===== src/rtl/mem_arbiter_pkg.sv =====
// Shared types for the main-memory arbiter.
// Bus command encodings, requester ids, tag-owner entry.
package mem_arbiter_pkg;

  typedef enum logic [1:0] {
    BUS_NONE  = 2'b00,
    BUS_LOAD  = 2'b01,
    BUS_STORE = 2'b10
  } bus_cmd_e;

  typedef enum logic {
    DCACHE = 1'b0,
    ICACHE = 1'b1
  } req_e;

  typedef struct packed {
    logic valid;
    req_e owner;
  } owner_ent_t;

endpackage


===== src/rtl/mem_tag_table.sv =====
// Tag-owner table: records who owns each memory tag.
// Ports: alloc (en/tag/owner), return lookup (tag -> hit/owner), sticky err_o.
module mem_tag_table
  import mem_arbiter_pkg::*;
#(
  parameter int TAG_W = 4
) (
  input  logic             clk,
  input  logic             rst,
  input  logic             alloc_en,
  input  logic [TAG_W-1:0] alloc_tag,
  input  req_e             alloc_owner,
  input  logic [TAG_W-1:0] ret_tag,
  output logic             ret_hit,
  output req_e             ret_owner,
  output logic             err_o
);

  localparam int N = 1 << TAG_W;

  owner_ent_t tbl [N];
  logic       err;
  logic       bad_ret;
  logic       reuse;

  always_comb begin
    ret_hit   = (ret_tag != '0) && tbl[ret_tag].valid;
    ret_owner = ret_hit ? tbl[ret_tag].owner : DCACHE;
    bad_ret   = (ret_tag != '0) && !tbl[ret_tag].valid;
    // A tag freed in this same cycle may be reused cleanly.
    reuse     = alloc_en && tbl[alloc_tag].valid &&
                !(ret_hit && (ret_tag == alloc_tag));
  end

  always_ff @(posedge clk) begin
    if (rst) begin
      for (int k = 0; k < N; k++) begin
        tbl[k].valid <= 1'b0;
      end
      err <= 1'b0;
    end else begin
      if (ret_hit) begin
        tbl[ret_tag].valid <= 1'b0;
      end
      // Alloc after free so a same-cycle reallocation wins.
      if (alloc_en) begin
        tbl[alloc_tag] <= '{valid: 1'b1, owner: alloc_owner};
      end
      if (bad_ret || reuse) begin
        err <= 1'b1;
      end
    end
  end

  assign err_o = err;

endmodule


===== src/rtl/mem_arbiter.sv =====
// Round-robin arbiter of Dcache and Icache onto the memory port.
// Ports: d_*/i_* requests+acks, proc2mem_* command, mem2proc_* returns, rsp_*, err_o.
module mem_arbiter
  import mem_arbiter_pkg::*;
#(
  parameter int ADDR_W    = 64,
  parameter int MEM_TAG_W = 4,
  parameter int D_MAX_OUT = 8,
  parameter int I_MAX_OUT = 4
) (
  input  logic                 clk,
  input  logic                 rst,
  input  logic                 d_req_i,
  input  logic [1:0]           d_cmd_i,
  input  logic [ADDR_W-1:0]    d_addr_i,
  input  logic [63:0]          d_data_i,
  input  logic                 i_req_i,
  input  logic [ADDR_W-1:0]    i_addr_i,
  input  logic [MEM_TAG_W-1:0] mem2proc_response_i,
  input  logic [MEM_TAG_W-1:0] mem2proc_tag_i,
  input  logic [63:0]          mem2proc_data_i,
  output logic [1:0]           proc2mem_command_o,
  output logic [ADDR_W-1:0]    proc2mem_addr_o,
  output logic [63:0]          proc2mem_data_o,
  output logic                 d_ack_o,
  output logic [MEM_TAG_W-1:0] d_ack_tag_o,
  output logic                 i_ack_o,
  output logic [MEM_TAG_W-1:0] i_ack_tag_o,
  output logic                 d_rsp_vld_o,
  output logic                 i_rsp_vld_o,
  output logic [MEM_TAG_W-1:0] rsp_tag_o,
  output logic [63:0]          rsp_data_o,
  output logic                 err_o
);

  localparam int DCW = $clog2(D_MAX_OUT + 1);
  localparam int ICW = $clog2(I_MAX_OUT + 1);

  logic [DCW-1:0] d_cnt;
  logic [ICW-1:0] i_cnt;
  req_e           last_gnt;

  logic d_load;
  logic elig_d;
  logic elig_i;
  logic gnt_d;
  logic gnt_i;
  logic accept;
  logic alloc_en;
  req_e alloc_owner;
  logic ret_hit;
  req_e ret_owner;
  logic d_inc;
  logic d_dec;
  logic i_inc;
  logic i_dec;

  always_comb begin
    d_load = (d_cmd_i != BUS_STORE);
    elig_d = d_req_i &&
             (!d_load || (d_cnt < DCW'(D_MAX_OUT)));
    elig_i = i_req_i && (i_cnt < ICW'(I_MAX_OUT));
    // On a tie, the side that did not win last goes.
    gnt_d  = elig_d &&
             (!elig_i || (last_gnt == ICACHE));
    gnt_i  = elig_i && !gnt_d;
    accept = (gnt_d || gnt_i) &&
             (mem2proc_response_i != '0);
    alloc_en    = accept && (gnt_i || d_load);
    alloc_owner = gnt_i ? ICACHE : DCACHE;
    d_inc = accept && gnt_d && d_load;
    i_inc = accept && gnt_i;
    d_dec = ret_hit && (ret_owner == DCACHE);
    i_dec = ret_hit && (ret_owner == ICACHE);
  end

  always_comb begin
    proc2mem_command_o = BUS_NONE;
    proc2mem_addr_o    = '0;
    proc2mem_data_o    = '0;
    unique case (1'b1)
      gnt_d: begin
        proc2mem_command_o = d_cmd_i;
        proc2mem_addr_o    = d_addr_i;
        proc2mem_data_o    = d_data_i;
      end
      gnt_i: begin
        proc2mem_command_o = BUS_LOAD;
        proc2mem_addr_o    = i_addr_i;
      end
      default: ;
    endcase
  end

  always_comb begin
    d_ack_o     = accept && gnt_d;
    i_ack_o     = accept && gnt_i;
    d_ack_tag_o = d_ack_o ? mem2proc_response_i : '0;
    i_ack_tag_o = i_ack_o ? mem2proc_response_i : '0;
    d_rsp_vld_o = d_dec;
    i_rsp_vld_o = i_dec;
    rsp_tag_o   = mem2proc_tag_i;
    rsp_data_o  = (mem2proc_tag_i != '0) ?
                  mem2proc_data_i : '0;
  end

  always_ff @(posedge clk) begin
    if (rst) begin
      d_cnt    <= '0;
      i_cnt    <= '0;
      last_gnt <= ICACHE;
    end else begin
      if (accept) begin
        last_gnt <= alloc_owner;
      end
      if (d_inc && !d_dec && (d_cnt < DCW'(D_MAX_OUT))) begin
        d_cnt <= d_cnt + 1'b1;
      end else if (d_dec && !d_inc && (d_cnt != '0)) begin
        d_cnt <= d_cnt - 1'b1;
      end
      if (i_inc && !i_dec && (i_cnt < ICW'(I_MAX_OUT))) begin
        i_cnt <= i_cnt + 1'b1;
      end else if (i_dec && !i_inc && (i_cnt != '0)) begin
        i_cnt <= i_cnt - 1'b1;
      end
    end
  end

  mem_tag_table #(
    .TAG_W (MEM_TAG_W)
  ) u_tbl (
    .clk         (clk),
    .rst         (rst),
    .alloc_en    (alloc_en),
    .alloc_tag   (mem2proc_response_i),
    .alloc_owner (alloc_owner),
    .ret_tag     (mem2proc_tag_i),
    .ret_hit     (ret_hit),
    .ret_owner   (ret_owner),
    .err_o       (err_o)
  );

endmodule


===== config.mk =====
export PLATFORM = sky130hd
export DESIGN_NAME = mem_arbiter
export DESIGN_NICKNAME = d
export VERILOG_FILES = /design/src/rtl/mem_arbiter_pkg.sv /design/src/rtl/mem_tag_table.sv /design/src/rtl/mem_arbiter.sv
export SDC_FILE = /design/constraint.sdc
export NUM_CORES = 1
export LEC_CHECK = 0
export BUFFER_PORTS_ARGS = -buffer_cell sky130_fd_sc_hd__buf_2
export CAP_MARGIN = 20
export CELL_PAD_IN_SITES_DETAIL_PLACEMENT = 1
export CELL_PAD_IN_SITES_GLOBAL_PLACEMENT = 1
export CORE_AREA = 5 5 185 187
export DETAILED_ROUTE_END_ITERATION = 10
export DIE_AREA = 0 0 190 192
export GPL_ROUTABILITY_DRIVEN = 0
export PLACE_DENSITY = 0.59
export SLEW_MARGIN = 10
export SYNTH_ARGS = -nofsm -noshare
export SYNTH_HDL_FRONTEND = slang
export SYNTH_HIERARCHICAL = 1
export SYNTH_SLANG_ARGS = --single-unit

===== constraint.sdc =====
create_clock -name clk -period 3.1 [get_ports clk]
set_input_delay 0.31 -clock clk [delete_from_list [all_inputs] [get_ports clk]]
set_output_delay 0.31 -clock clk [all_outputs]
set_load 0.1 [all_outputs]

==> results.md <==
- Peak supply drop: ~0.21 mV
- Crit Path Class: reg2reg
- TritonCTS buffer count: 5
- Status: finished clean
- Seq/Total Area, Yosys: between 20% and 30%
- Root Driver: clkbuf_16
- Cell Pwr Density: slightly below 600 nW/µm²
- Drt drc: 0
- Largest net degree at the start of global routing: between 80 and 90
- Distinct cells, synth: 56
- Final setup TNS: 0 ns
- Max Fclk: approximately 330 MHz
- Maximum root-to-sink buffer count: 2
- GR Overflow Total: 0
- Final hold viol count: 0
- Hold buffers post-CTS: 0
- Via/cell ratio: approximately 4.2
- Clk_lat worst skew: about 0.29 ns
- Fraction of layout cells with a size suffix above 1: between 60% and 70%
- Core area: about 32000 µm²
- Worst Skew: 0.00435 ns
- Fin crit period: between 3 and 4 ns
- Slew HR: between 60% and 70%
- Post-synthesis register bit count: 41
- HP Class: in2reg
- Crit path arrival time: 3.25 ns
- Die height: 192 µm
- Die width: between 150 and 200 µm
- Warnings, synthesis: 6
- Starting density of the core: 12.5%
- Final nets: roughly 1.2k
- Total Wirelength: between 30000 and 40000 µm
- Crit path capture type: flip-flop
- IO buf count: 480
- Max-slew violations: 0
- Slew @ Worst Pin: roughly 0.58 ns
- Initial antenna violation count: 24
- Synth Area in Compound Gates: between 20 and 25%
- Row cnt: between 60 and 70
- CP Data Required Time: 3.31 ns
- Via Count: about 5.9k
- Clk sinks: 41
- Multiplexer share of the synthesized area: 8.09%
- Main synth FF type: dfxtp_1
- Largest family of logic cells by synthesized area: simple AND/OR/NAND/NOR gates
- Startpoint Class: flip-flop
- Commonest non-fill, non-tap cells in the layout: buf_2 (416), and2_1 (69), a22o_1 (65), buf_12 (63), buf_4 (45)
- CTS tree: yes
- EDFF count, synth: 16
- Synthesized area: between 4000 and 5000 µm²
- Post-Synth Adder-Cell Area: 1.62%
- Worst hold slack: between 0.4 and 0.5 ns
- Die area: between 30000 and 40000 µm²
- Detail Route Antenna Nets: 0
- Drt pass-1 iters: 4
- # IOs: approximately 480
- Cells after synthesis: 470
- Detailed Place HPWL: approximately 28000 µm
- Max-Cap Viols: 0
- Layout area overhead: 107%
- Fillers: roughly 4k
- All-layer global routing usage: about 16%
- Leakage power figure: just over 4 nW
- Simple-gate share of the synthesized area: 35.2%
- Post-Syn Area per Cell: 8.56 µm²
- First-pass GRT wire length: between 40000 and 50000 µm
- Most common cell after layout, fill and taps aside: buf_2
- Tcrit/Tclk final: 97.9%
- Vias in the first global route: 6133
- XOR/XNOR share of the synthesized area: about 1.3%
- Clock-pin slew on the worst setup and hold paths: roughly 0.060 ns
- CP max FO: 3
- Syn nets: 744
- Async SR Flop Fraction: 0%
- # setup viols final: 0
- CTS H-tree depth: 2
- RSZ-0062 raised after global routing: true
- Routed wire per std cell: 22.6 µm
- First-iteration detailed-routing DRC count: 270
area by class of cell:
type	count	area [µm²]	area share, %
timing repair buffer	524	3680	44.3
multi-input combinational	376	2880	34.7
sequential	41	988	11.9
tap	442	553	6.65
clock buffer	6	139	1.67
clock inverter	2	37.5	0.451
inverter	5	22.5	0.271
antenna	5	12.5	0.150
layer usage:
metal / global-route usage (%) / vias to the layer above / part of all wire, %
met4: 3.48 / 26 / 2.3
met3: 6.23 / 67 / 10
met5: 0 / - / 0.58
li1: - / 2670 / -
met2: 31.7 / 372 / 55
met1: 15.4 / 2806 / 32
critical path, cell delays in order, from the launching register on:
cell	delay [ns]
dfxtp_2	0.34
mux4_2	0.53
nand2_2	0.10
nand2_1	0.08
a22o_1	0.23
nor2b_2	0.17
or2_4	0.26
buf_4	0.15
ha_1	0.18
a21oi_2	0.16
nand2_1	0.09
or4b_1	0.48
a31oi_1	0.18
cells by family after synthesis:
| logic type | after synthesis |
|---|---|
| and+or+nand+nor | 232 |
| AOI/OAI and AO/OA | 117 |
| buffers and inverters | 53 |
| DFF | 41 |
| muxes | 17 |
| xor gates and xnor gates | 6 |
| adders and majority gates | 4 |
registers in the layout, indices dropped and copies added (netlist names):
register	count
d_cnt	4
i_cnt	3
last_gnt	1
u_tbl/err_o	1
u_tbl/tbl	32
final timing paths:
kind | startpoint | to | slack, ns | depth (start not counted)
setup reg to reg | u_tbl/tbl[3][1] | d_cnt[3] | 0.07 | 12
hold / removal | rst | i_cnt[2] | 0.43 | 3
setup / recovery | u_tbl/tbl[3][1] | d_cnt[3] | 0.07 | 12
hold reg to reg | u_tbl/err_o | u_tbl/err_o | 0.49 | 1
stage by stage:
stage / util [%] / std cells / setup slack [ns] / power (mW) / instance area (µm²)
2_1_floorplan: - / 470 / -0.312 / 3.20 / 4060
3_3_place_gp: 24.7 / 1378 / -0.236 / 4.28 / 7990
3_5_place_dp: 24.7 / 1378 / -0.334 / 4.30 / 7990
4_1_cts: 25.5 / 1393 / 0.0145 / 4.95 / 8240
5_1_grt: 25.7 / 1398 / -0.0518 / 5.09 / 8310
6_report: 25.8 / 1401 / 0.0662 / 4.93 / 8320
power by group:
group,leakage (nW),switching [mW],internal (mW)
Sequential,0.353,0.0319,0.594
Clock,0.0831,0.224,0.402
Combinational,3.66,2.74,0.944
repair_timing:
item | CTS | global route
resized for setup | 6 | 15
setup endpoints to repair | 1 | 3
setup buffers | 7 | 3
pin swaps | 2 | 6
cells in the mapped netlist (all sizes together) (4+ instances only):
cell	n	share of area, %
nor2b	42	6.5
o21ai	15	1.9
inv	5	0.47
edfxtp	16	12
o211ai	9	1.7
mux4	11	6.5
mux2i	4	1.0
o311ai	6	1.3
and2b	28	5.2
buf	23	3.5
nand2b	10	1.7
and2	71	11
nor4	6	0.93
a22o	65	14
a21oi	6	0.75
and3	6	0.96
xor2	4	0.87
nor3	9	1.1
nand3	6	0.75
nor2	23	2.1
dfxtp	25	12
nand2	17	1.6
clkbuf	25	2.4
Power figures use the tool's default switching activity.
